[src/rtl/mult_eu_arbiter.sv]
// Shares one multiplier EU between two requesters; a 1-bit owner tag FIFO
// remembers who issued each in-flight op so in-order results route back.
module mult_eu_arbiter #(
  parameter int unsigned EU_CTL_LEN    = 4,
  parameter int unsigned XLEN          = 32,
  parameter int unsigned ROB_IDX_W     = 4,
  parameter int unsigned EXCEPT_CODE_W = 4,
  parameter int unsigned MAX_INFLIGHT  = 4,
  parameter bit          RR_ARBITER    = 1'b1
) (
  input  logic                     clk_i,
  input  logic                     rst_ni,
  input  logic                     flush_i,
  input  logic                     req0_valid_i,
  output logic                     req0_ready_o,
  input  logic [EU_CTL_LEN-1:0]    req0_ctl_i,
  input  logic [XLEN-1:0]          req0_rs1_i,
  input  logic [XLEN-1:0]          req0_rs2_i,
  input  logic [ROB_IDX_W-1:0]     req0_rob_idx_i,
  input  logic                     req1_valid_i,
  output logic                     req1_ready_o,
  input  logic [EU_CTL_LEN-1:0]    req1_ctl_i,
  input  logic [XLEN-1:0]          req1_rs1_i,
  input  logic [XLEN-1:0]          req1_rs2_i,
  input  logic [ROB_IDX_W-1:0]     req1_rob_idx_i,
  output logic                     eu_valid_o,
  input  logic                     eu_ready_i,
  output logic [EU_CTL_LEN-1:0]    eu_ctl_o,
  output logic [XLEN-1:0]          eu_rs1_o,
  output logic [XLEN-1:0]          eu_rs2_o,
  output logic [ROB_IDX_W-1:0]     eu_rob_idx_o,
  input  logic                     eu_valid_i,
  output logic                     eu_ready_o,
  input  logic [ROB_IDX_W-1:0]     eu_rob_idx_i,
  input  logic [XLEN-1:0]          eu_result_i,
  input  logic                     eu_except_raised_i,
  input  logic [EXCEPT_CODE_W-1:0] eu_except_code_i,
  output logic                     rsp0_valid_o,
  input  logic                     rsp0_ready_i,
  output logic [ROB_IDX_W-1:0]     rsp0_rob_idx_o,
  output logic [XLEN-1:0]          rsp0_result_o,
  output logic                     rsp0_except_raised_o,
  output logic [EXCEPT_CODE_W-1:0] rsp0_except_code_o,
  output logic                     rsp1_valid_o,
  input  logic                     rsp1_ready_i,
  output logic [ROB_IDX_W-1:0]     rsp1_rob_idx_o,
  output logic [XLEN-1:0]          rsp1_result_o,
  output logic                     rsp1_except_raised_o,
  output logic [EXCEPT_CODE_W-1:0] rsp1_except_code_o
);
  localparam int unsigned PTR_W = (MAX_INFLIGHT > 1) ? $clog2(MAX_INFLIGHT) : 1;
  localparam int unsigned CNT_W = PTR_W + 1;

  logic [MAX_INFLIGHT-1:0] tag_q;
  logic [PTR_W-1:0]        head_q, tail_q;
  logic [CNT_W-1:0]        count_q;
  logic                    rr_pref_q;

  logic full, empty, grant, can_issue, issue_hs, pop;
  logic owner, owner_ready, res_valid;

  assign full  = (count_q == CNT_W'(MAX_INFLIGHT));
  assign empty = (count_q == '0);

  // With a single valid requester (or none) both modes collapse to the same pick.
  always_comb begin
    grant = !req0_valid_i && req1_valid_i;
    if (RR_ARBITER && req0_valid_i && req1_valid_i)
      grant = rr_pref_q;
  end

  // rst_ni gating keeps the issue-side outputs low while reset is held.
  assign can_issue    = rst_ni && eu_ready_i && !full && !flush_i;
  assign eu_valid_o   = rst_ni && (req0_valid_i || req1_valid_i) && !full && !flush_i;
  assign req0_ready_o = can_issue && !grant;
  assign req1_ready_o = can_issue && grant;
  assign issue_hs     = eu_valid_o && eu_ready_i;

  assign eu_ctl_o     = grant ? req1_ctl_i     : req0_ctl_i;
  assign eu_rs1_o     = grant ? req1_rs1_i     : req0_rs1_i;
  assign eu_rs2_o     = grant ? req1_rs2_i     : req0_rs2_i;
  assign eu_rob_idx_o = grant ? req1_rob_idx_i : req0_rob_idx_i;

  assign owner        = tag_q[head_q];
  assign owner_ready  = owner ? rsp1_ready_i : rsp0_ready_i;
  assign res_valid    = eu_valid_i && !empty && !flush_i;
  assign rsp0_valid_o = res_valid && !owner;
  assign rsp1_valid_o = res_valid && owner;
  assign eu_ready_o   = !empty && owner_ready && !flush_i;
  assign pop          = eu_valid_i && eu_ready_o;

  assign rsp0_rob_idx_o       = eu_rob_idx_i;
  assign rsp0_result_o        = eu_result_i;
  assign rsp0_except_raised_o = eu_except_raised_i;
  assign rsp0_except_code_o   = eu_except_code_i;
  assign rsp1_rob_idx_o       = eu_rob_idx_i;
  assign rsp1_result_o        = eu_result_i;
  assign rsp1_except_raised_o = eu_except_raised_i;
  assign rsp1_except_code_o   = eu_except_code_i;

  always_ff @(posedge clk_i or negedge rst_ni) begin
    if (!rst_ni) begin
      tag_q     <= '0;
      head_q    <= '0;
      tail_q    <= '0;
      count_q   <= '0;
      rr_pref_q <= 1'b0;
    end else if (flush_i) begin
      head_q    <= '0;
      tail_q    <= '0;
      count_q   <= '0;
      rr_pref_q <= 1'b0;
    end else begin
      if (issue_hs) begin
        tag_q[tail_q] <= grant;
        tail_q        <= tail_q + 1'b1;
        rr_pref_q     <= !grant;
      end
      if (pop)
        head_q <= head_q + 1'b1;
      count_q <= count_q + CNT_W'(issue_hs) - CNT_W'(pop);
    end
  end
endmodule

[config.mk]
export PLATFORM = sky130hd
export DESIGN_NAME = mult_eu_arbiter
export DESIGN_NICKNAME = d
export VERILOG_FILES = /design/src/rtl/mult_eu_arbiter.sv
export SDC_FILE = /design/constraint.sdc
export NUM_CORES = 1
export LEC_CHECK = 0
export BUFFER_PORTS_ARGS = -buffer_cell sky130_fd_sc_hd__buf_2
export CAP_MARGIN = 5
export CORE_AREA = 3 3 136 138
export DETAILED_ROUTE_END_ITERATION = 16
export DIE_AREA = 0 0 139 141
export GPL_TIMING_DRIVEN = 0
export PLACE_DENSITY = 0.41
export SLEW_MARGIN = 5
export SYNTH_ARGS = -nofsm -noshare
export SYNTH_HDL_FRONTEND = slang
export SYNTH_SLANG_ARGS = --single-unit
[constraint.sdc]
create_clock -name clk_i -period 2.96 [get_ports clk_i]
set_clock_uncertainty 0.2 [all_clocks]
set_input_delay 0.296 -clock clk_i [delete_from_list [all_inputs] [get_ports clk_i]]
set_output_delay 0.296 -clock clk_i [all_outputs]
set_load 0.01 [all_outputs]
==> results of run 1 <==
where the power goes:
| part | internal [mW] | switching [mW] |
|---|---|---|
| registers | 0.184 | 0.0146 |
| clock network | 0.204 | 0.0720 |
| logic | 0.332 | 0.338 |
kinds of logic after synthesis:
group / share of synthesized area [%]
simple gates: 43.0
flops: 13.3
mux: 4.25
buf+inv: 31.5
compound gates: 2.98
fa+ha+maj: 4.20
xor+xnor: 0.773
synth_stat cells:
library cell and n:
o21ai_0 1, nand3_1 1, nor2b_1 4, a21oi_1 1, nand2_1 223, mux2_2 1
inv_1 8, and3_1 1, nor3_1 1, buf_2 7, ha_1 6, nor2_2 1
xor2_1 1, o311ai_0 1, nor2_1 6, o32ai_1 1, or3_1 2, buf_4 82
o31ai_1 1, nor4_4 1, clkbuf_1 9, dfrtp_1 12, o21a_1 1, o41ai_1 1
fa_1 1, and2_1 2, a22oi_1 1, nor3b_2 1, mux2i_1 4, nor4b_1 1
mux2_1 4, xnor2_1 1, o21ai_2 1
flip-flops by register name, indices dropped and copies added, names as in the netlist:
register / cells
count_q: 3
head_q: 2
rr_pref_q: 1
tag_q: 4
tail_q: 2
path summary, 6_finish.rpt:
path | start | endpoint | slack, ps
setup reg to reg | head_q[1] | count_q[2] | 210
max in group asynchronous | rst_ni | head_q[1] | 1750
hold / removal | req0_valid_i | rr_pref_q | 170
min in group asynchronous | rst_ni | count_q[1] | 430
setup / recovery | head_q[1] | count_q[2] | 210
hold reg to reg | tag_q[2] | tag_q[2] | 290
critical path: cells and delay by family, from the launching register on:
kind,cells,cell delay (ps)
xor gates and xnor gates,1,160
buffers and inverters,2,90
adders and majority gates,3,760
DFF,1,410
muxes,3,800
and+or+nand+nor,2,200
layout make-up:
| class | count | area [µm²] | area share [%] |
|---|---|---|---|
| timing repair buffer | 313 | 1570 | 37.3 |
| buffer | 98 | 684 | 16.3 |
| inverter | 8 | 30.0 | 0.714 |
| tap | 225 | 282 | 6.69 |
| sequential | 12 | 300 | 7.14 |
| multi-input combinational | 271 | 1250 | 29.7 |
| clock buffer | 4 | 88.8 | 2.11 |
per-layer routing:
layer	part of all wire (%)	vias to the layer above	GRT usage (%)
li1	-	1742	-
met1	39	1394	13.0
met2	53	172	21.9
met3	8.6	2	2.68
met4	0.058	0	0.309
met5	0	-	0
metrics by stage:
step / instances / cell area (µm²) / power, mW
floorplan: 389 / 2270 / 0.566
global placement: 926 / 4110 / 0.886
detailed placement: 926 / 4110 / 0.884
CTS: 931 / 4210 / 1.17
global route: 931 / 4210 / 1.24
finish: 931 / 4210 / 1.14
==> results.sh, run 1 <==
export IMPL_syn_area_um2=2270
export IMPL_diodes=0
export IMPL_syn2layout_area_growth_pct=85.7
export IMPL_layout_cells_most_common="buf_2"
export IMPL_final_layout_size_suffix_gt1_share_pct=58.1
export IMPL_hold_buffers=1
export IMPL_final_cell_mix="buf_2 (319), nand2_1 (223), buf_4 (82)"
export IMPL_cts_max_level=1
export IMPL_fillCellCount=1974
export IMPL_grt_pass1_vias=3190
export IMPL_yosys_area_top_type_share_pct=36.9
export IMPL_reg2reg_depth=11
export IMPL_first_iter_violations=88
export IMPL_tightest_slew_ps=781
export IMPL_drc=0
export IMPL_post_cts_buffers=0
export IMPL_antenna_found_initial=0
export IMPL_num_rows=48
export IMPL_hold_viol=0
export IMPL_gp_congestion=0.756
export IMPL_vias_per_cell=3.56
export IMPL_setup_ws_ps=207
export IMPL_start_util_pct=13.1
export IMPL_synth_area_leaders="nand2_1 (37%), buf_4 (27%), dfrtp_1 (13%), ha_1 (3.3%), mux2_1 (2.0%)"
export IMPL_leakage_nw=2.73
export IMPL_ant_nets=0
export IMPL_avgSynthCellArea_um2=5.82
export IMPL_ys_types=33
export IMPL_power_density_nw_per_um2=272
export IMPL_hold_class="input pin to flop"
export IMPL_postLayoutCoreUtil_pct=24.3
export IMPL_synthCells=389
export IMPL_drtPass1Iterations=4
export IMPL_dp_slack_ps=187
export IMPL_critPathSlowestCell="dfrtp_1"
export IMPL_drv_slew=0
export IMPL_setup_viol=0
export IMPL_worstSetupPathType="flop to flop"
export IMPL_syn_num_nets=590
export IMPL_cts_buffers=3
export IMPL_vdd_drop_max_uv=282
export IMPL_status="finished clean"
export IMPL_setup_tns_ps=0
export IMPL_end_kind="flop"
export IMPL_die_x_um=139
export IMPL_clk_root_buffer_cell="clkbuf_16"
export IMPL_path_common_cell="mux2i_1"
export IMPL_crit_fanout=4
export IMPL_clk_latency_ps=240
export IMPL_fmax_mhz=363
export IMPL_cp_cell_sequence="mux2i_1, mux2i_1, mux2i_1, nor2b_1, ha_1, inv_1, ha_1, inv_1, fa_1, xnor2_1, nor2_1"
export IMPL_clkTransAtPathRegs_ps=40
export IMPL_synth_area_leader_cell="nand2_1"
export IMPL_grt_pass1_wl_um=17700
export IMPL_grt_remaining_overflow=0
export IMPL_critPathMaxStageDelay_ps=410
export IMPL_io_pins=354
export IMPL_ys_ff_latch=12
export IMPL_period_share_pct=93.0
export IMPL_cts_sinks=12
export IMPL_grt_max_degree=13
export IMPL_core_um2=17300
export IMPL_cts_resized=0
export IMPL_period_needed_ps=2750
export IMPL_crit_required_ps=2880
export IMPL_ys_warn_count=0
export IMPL_numPortBuffers=312
export IMPL_via_count=3310
export IMPL_post_drt_wl_per_cell_um=13.1
export IMPL_dp_hpwl_um=10600
export IMPL_grt_util_all_layers_pct=11.2
export IMPL_finalNetCount=908
export IMPL_worst_ep_arrival_time_ps=2670
export IMPL_rsz0062_at_grt="false"
export IMPL_max_slew_margin_rel_pct=48.0
export IMPL_drt_wl_total_um=12200
export IMPL_min_path_cells=3
export IMPL_maxCapViolations=0
export IMPL_whs_ps=168
export IMPL_clockBufferDepth=2
export IMPL_die_h_um=141
export IMPL_die_area_um2=19600
export IMPL_start_kind="flop"
export IMPL_ys_seq_area_share_pct=13.3
export IMPL_cts_tree="done"
No activity file was read; power rests on OpenSTA's default activity.
==> run 2: changes to the inputs <==
- CORE_AREA: 3 3 136 138 -> 5 5 134 136
- PLACE_DENSITY: 0.41 -> 0.43
==> run 2 against run 1 <==
Clock power grew 2%. Via count is 1.2% lower. Largest power group unchanged. Cell count unchanged. Critical path type unchanged. Largest cell class unchanged. Sequential share of layout area is essentially flat.
==> results.sh, run 2 (synthesis results as in run 1) <==
export IMPL_status="finished clean"
export IMPL_start_util_pct=13.5
export IMPL_setup_viol=0
export IMPL_io_pins=354
export IMPL_numPortBuffers=312
export IMPL_tightest_slew_ps=612
export IMPL_swShare_pct=37.4
export IMPL_grt_remaining_overflow=0
export IMPL_clk_root_buffer_cell="clkbuf_16"
export IMPL_cts_buffers=3
export IMPL_largest_reg_flops=4
export IMPL_fmax_mhz=362
export IMPL_p_int_mw=0.722
export IMPL_pwr_share_clk_pct=24.5
export IMPL_critPathSlowestCell="dfrtp_1"
export IMPL_rsz0062_at_grt="false"
export IMPL_die_area_um2=19600
export IMPL_maxCapViolations=0
export IMPL_clockBufferDepth=2
export IMPL_ant_nets=0
export IMPL_clk_latency_ps=240
export IMPL_cts_max_level=1
export IMPL_placed_cell_area_um2=4110
export IMPL_drtPass1Iterations=4
export IMPL_vdd_drop_max_uv=168
export IMPL_post_cts_buffers=0
export IMPL_first_iter_violations=77
export IMPL_post_drt_wl_per_cell_um=13.2
export IMPL_finalNonFillerCells=931
export IMPL_num_rows=48
export IMPL_setup_tns_ps=0
export IMPL_grt_max_degree=13
export IMPL_syn2layout_area_growth_pct=85.9
export IMPL_layout_cells_most_common="buf_2"
export IMPL_largest_register="tag_q"
export IMPL_cp_depth=11
export IMPL_drt_wl_total_um=12200
export IMPL_power_mw=1.15
export IMPL_start_kind="flop"
export IMPL_hold_class="input pin to flop"
export IMPL_critPathMaxStageDelay_ps=410
export IMPL_final_cell_mix="buf_2 (319), nand2_1 (223), buf_4 (82)"
export IMPL_clkTransAtPathRegs_ps=50
export IMPL_p_comb_share_pct=58.3
export IMPL_finalNetCount=908
export IMPL_min_path_cells=3
export IMPL_via_count=3271
export IMPL_period_share_pct=93.4
export IMPL_cts_tree="done"
export IMPL_max_slew_margin_rel_pct=59.2
export IMPL_critPathBufInv=2
export IMPL_drv_slew=0
export IMPL_period_needed_ps=2760
export IMPL_crit_required_ps=2890
export IMPL_core_um2=16800
export IMPL_end_kind="flop"
export IMPL_vias_per_cell=3.51
export IMPL_grt_util_all_layers_pct=11.2
export IMPL_die_h_um=141
export IMPL_grt_pass1_wl_um=17800
export IMPL_dpl_cell_count=926
export IMPL_leakage_nw=2.73
export IMPL_cts_sinks=12
export IMPL_worst_ep_arrival_time_ps=2690
export IMPL_grt_pass1_vias=3188
export IMPL_final_layout_size_suffix_gt1_share_pct=58.4
export IMPL_worstSetupPathType="flop to flop"
export IMPL_die_x_um=139
export IMPL_whs_ps=163
export IMPL_crit_family="multiplexers"
export IMPL_crit_fanout=4
export IMPL_reg_top3="tag_q (4), count_q (3)"
export IMPL_cp_cell_sequence="mux2i_1, mux2i_2, mux2i_1, nor2b_1, ha_1, inv_1, ha_1, inv_1, fa_1, xnor2_1, nor2_1"
export IMPL_power_density_nw_per_um2=274
export IMPL_drc=0
export IMPL_hold_viol=0
export IMPL_antenna_found_initial=1
export IMPL_gp_congestion=0.886
export IMPL_dp_hpwl_um=10700
export IMPL_reg2reg_depth=11
export IMPL_seq_power_share_pct=17.2
export IMPL_final_area_um2=4210
export IMPL_switchingPower_mw=0.432
export IMPL_diodes=0
[run 2: through the flow]
step / setup WS [ps] / util (%)
after floorplan: 437 / -
after global placement: 147 / 24.4
after detailed placement: 170 / 24.4
after CTS: 63.6 / 25.0
after global routing: 6.21 / 25.1
final: 197 / 25.1
[run 2: layout make-up]
cell class | count | area, µm²
multi-input combinational | 271 | 1250
tap | 225 | 282
inverter | 8 | 30.0
clock buffer | 4 | 88.8
sequential | 12 | 300
buffer | 98 | 686
fill | 1966 | 12600
timing repair buffer | 313 | 1570
[run 2: final timing paths]
kind | end | slack, ps | from
worst max-delay path | count_q[2] | 200 | head_q[1]
worst min-delay path | rr_pref_q | 160 | req0_valid_i
worst max register to register | count_q[2] | 200 | head_q[1]
worst min register to register | tag_q[0] | 290 | tag_q[0]
max in group asynchronous | tail_q[0] | 1770 | rst_ni
min in group asynchronous | count_q[1] | 410 | rst_ni
[run 2: layer usage]
layer / up-vias / part of all wire (%) / track usage [%]
li1: 1737 / - / -
met1: 1347 / 39 / 13.5
met2: 183 / 52 / 20.7
met3: 4 / 8.6 / 2.58
met4: 0 / 0.41 / 1.39
met5: - / 0 / 0
[run 2: worst reg2reg max path: cells and delay by family (launching register included)]
| kind | cells | cell delay (ps) |
|---|---|---|
| mux | 3 | 800 |
| fa+ha+maj | 3 | 770 |
| xor+xnor | 1 | 160 |
| flops | 1 | 410 |
| buf+inv | 2 | 100 |
| simple gates | 2 | 210 |
[run 2: power by group through the flow]
| stage | Combinational, mW | Clock (mW) | Sequential [mW] |
|---|---|---|---|
| finish | 0.673 | 0.282 | 0.199 |
| global route | 0.748 | 0.297 | 0.202 |
| CTS | 0.687 | 0.285 | 0.199 |
| detailed placement | 0.683 | 0 | 0.201 |
| global placement | 0.685 | 0 | 0.201 |
| floorplan | 0.369 | 0 | 0.197 |
[run 2: timing repair]
item | in CTS | in global routing
hold endpoints to repair | 12 | 0
hold buffers | 1 | 0
setup endpoints to repair | 0 | 7
gates resized for setup | 0 | 4
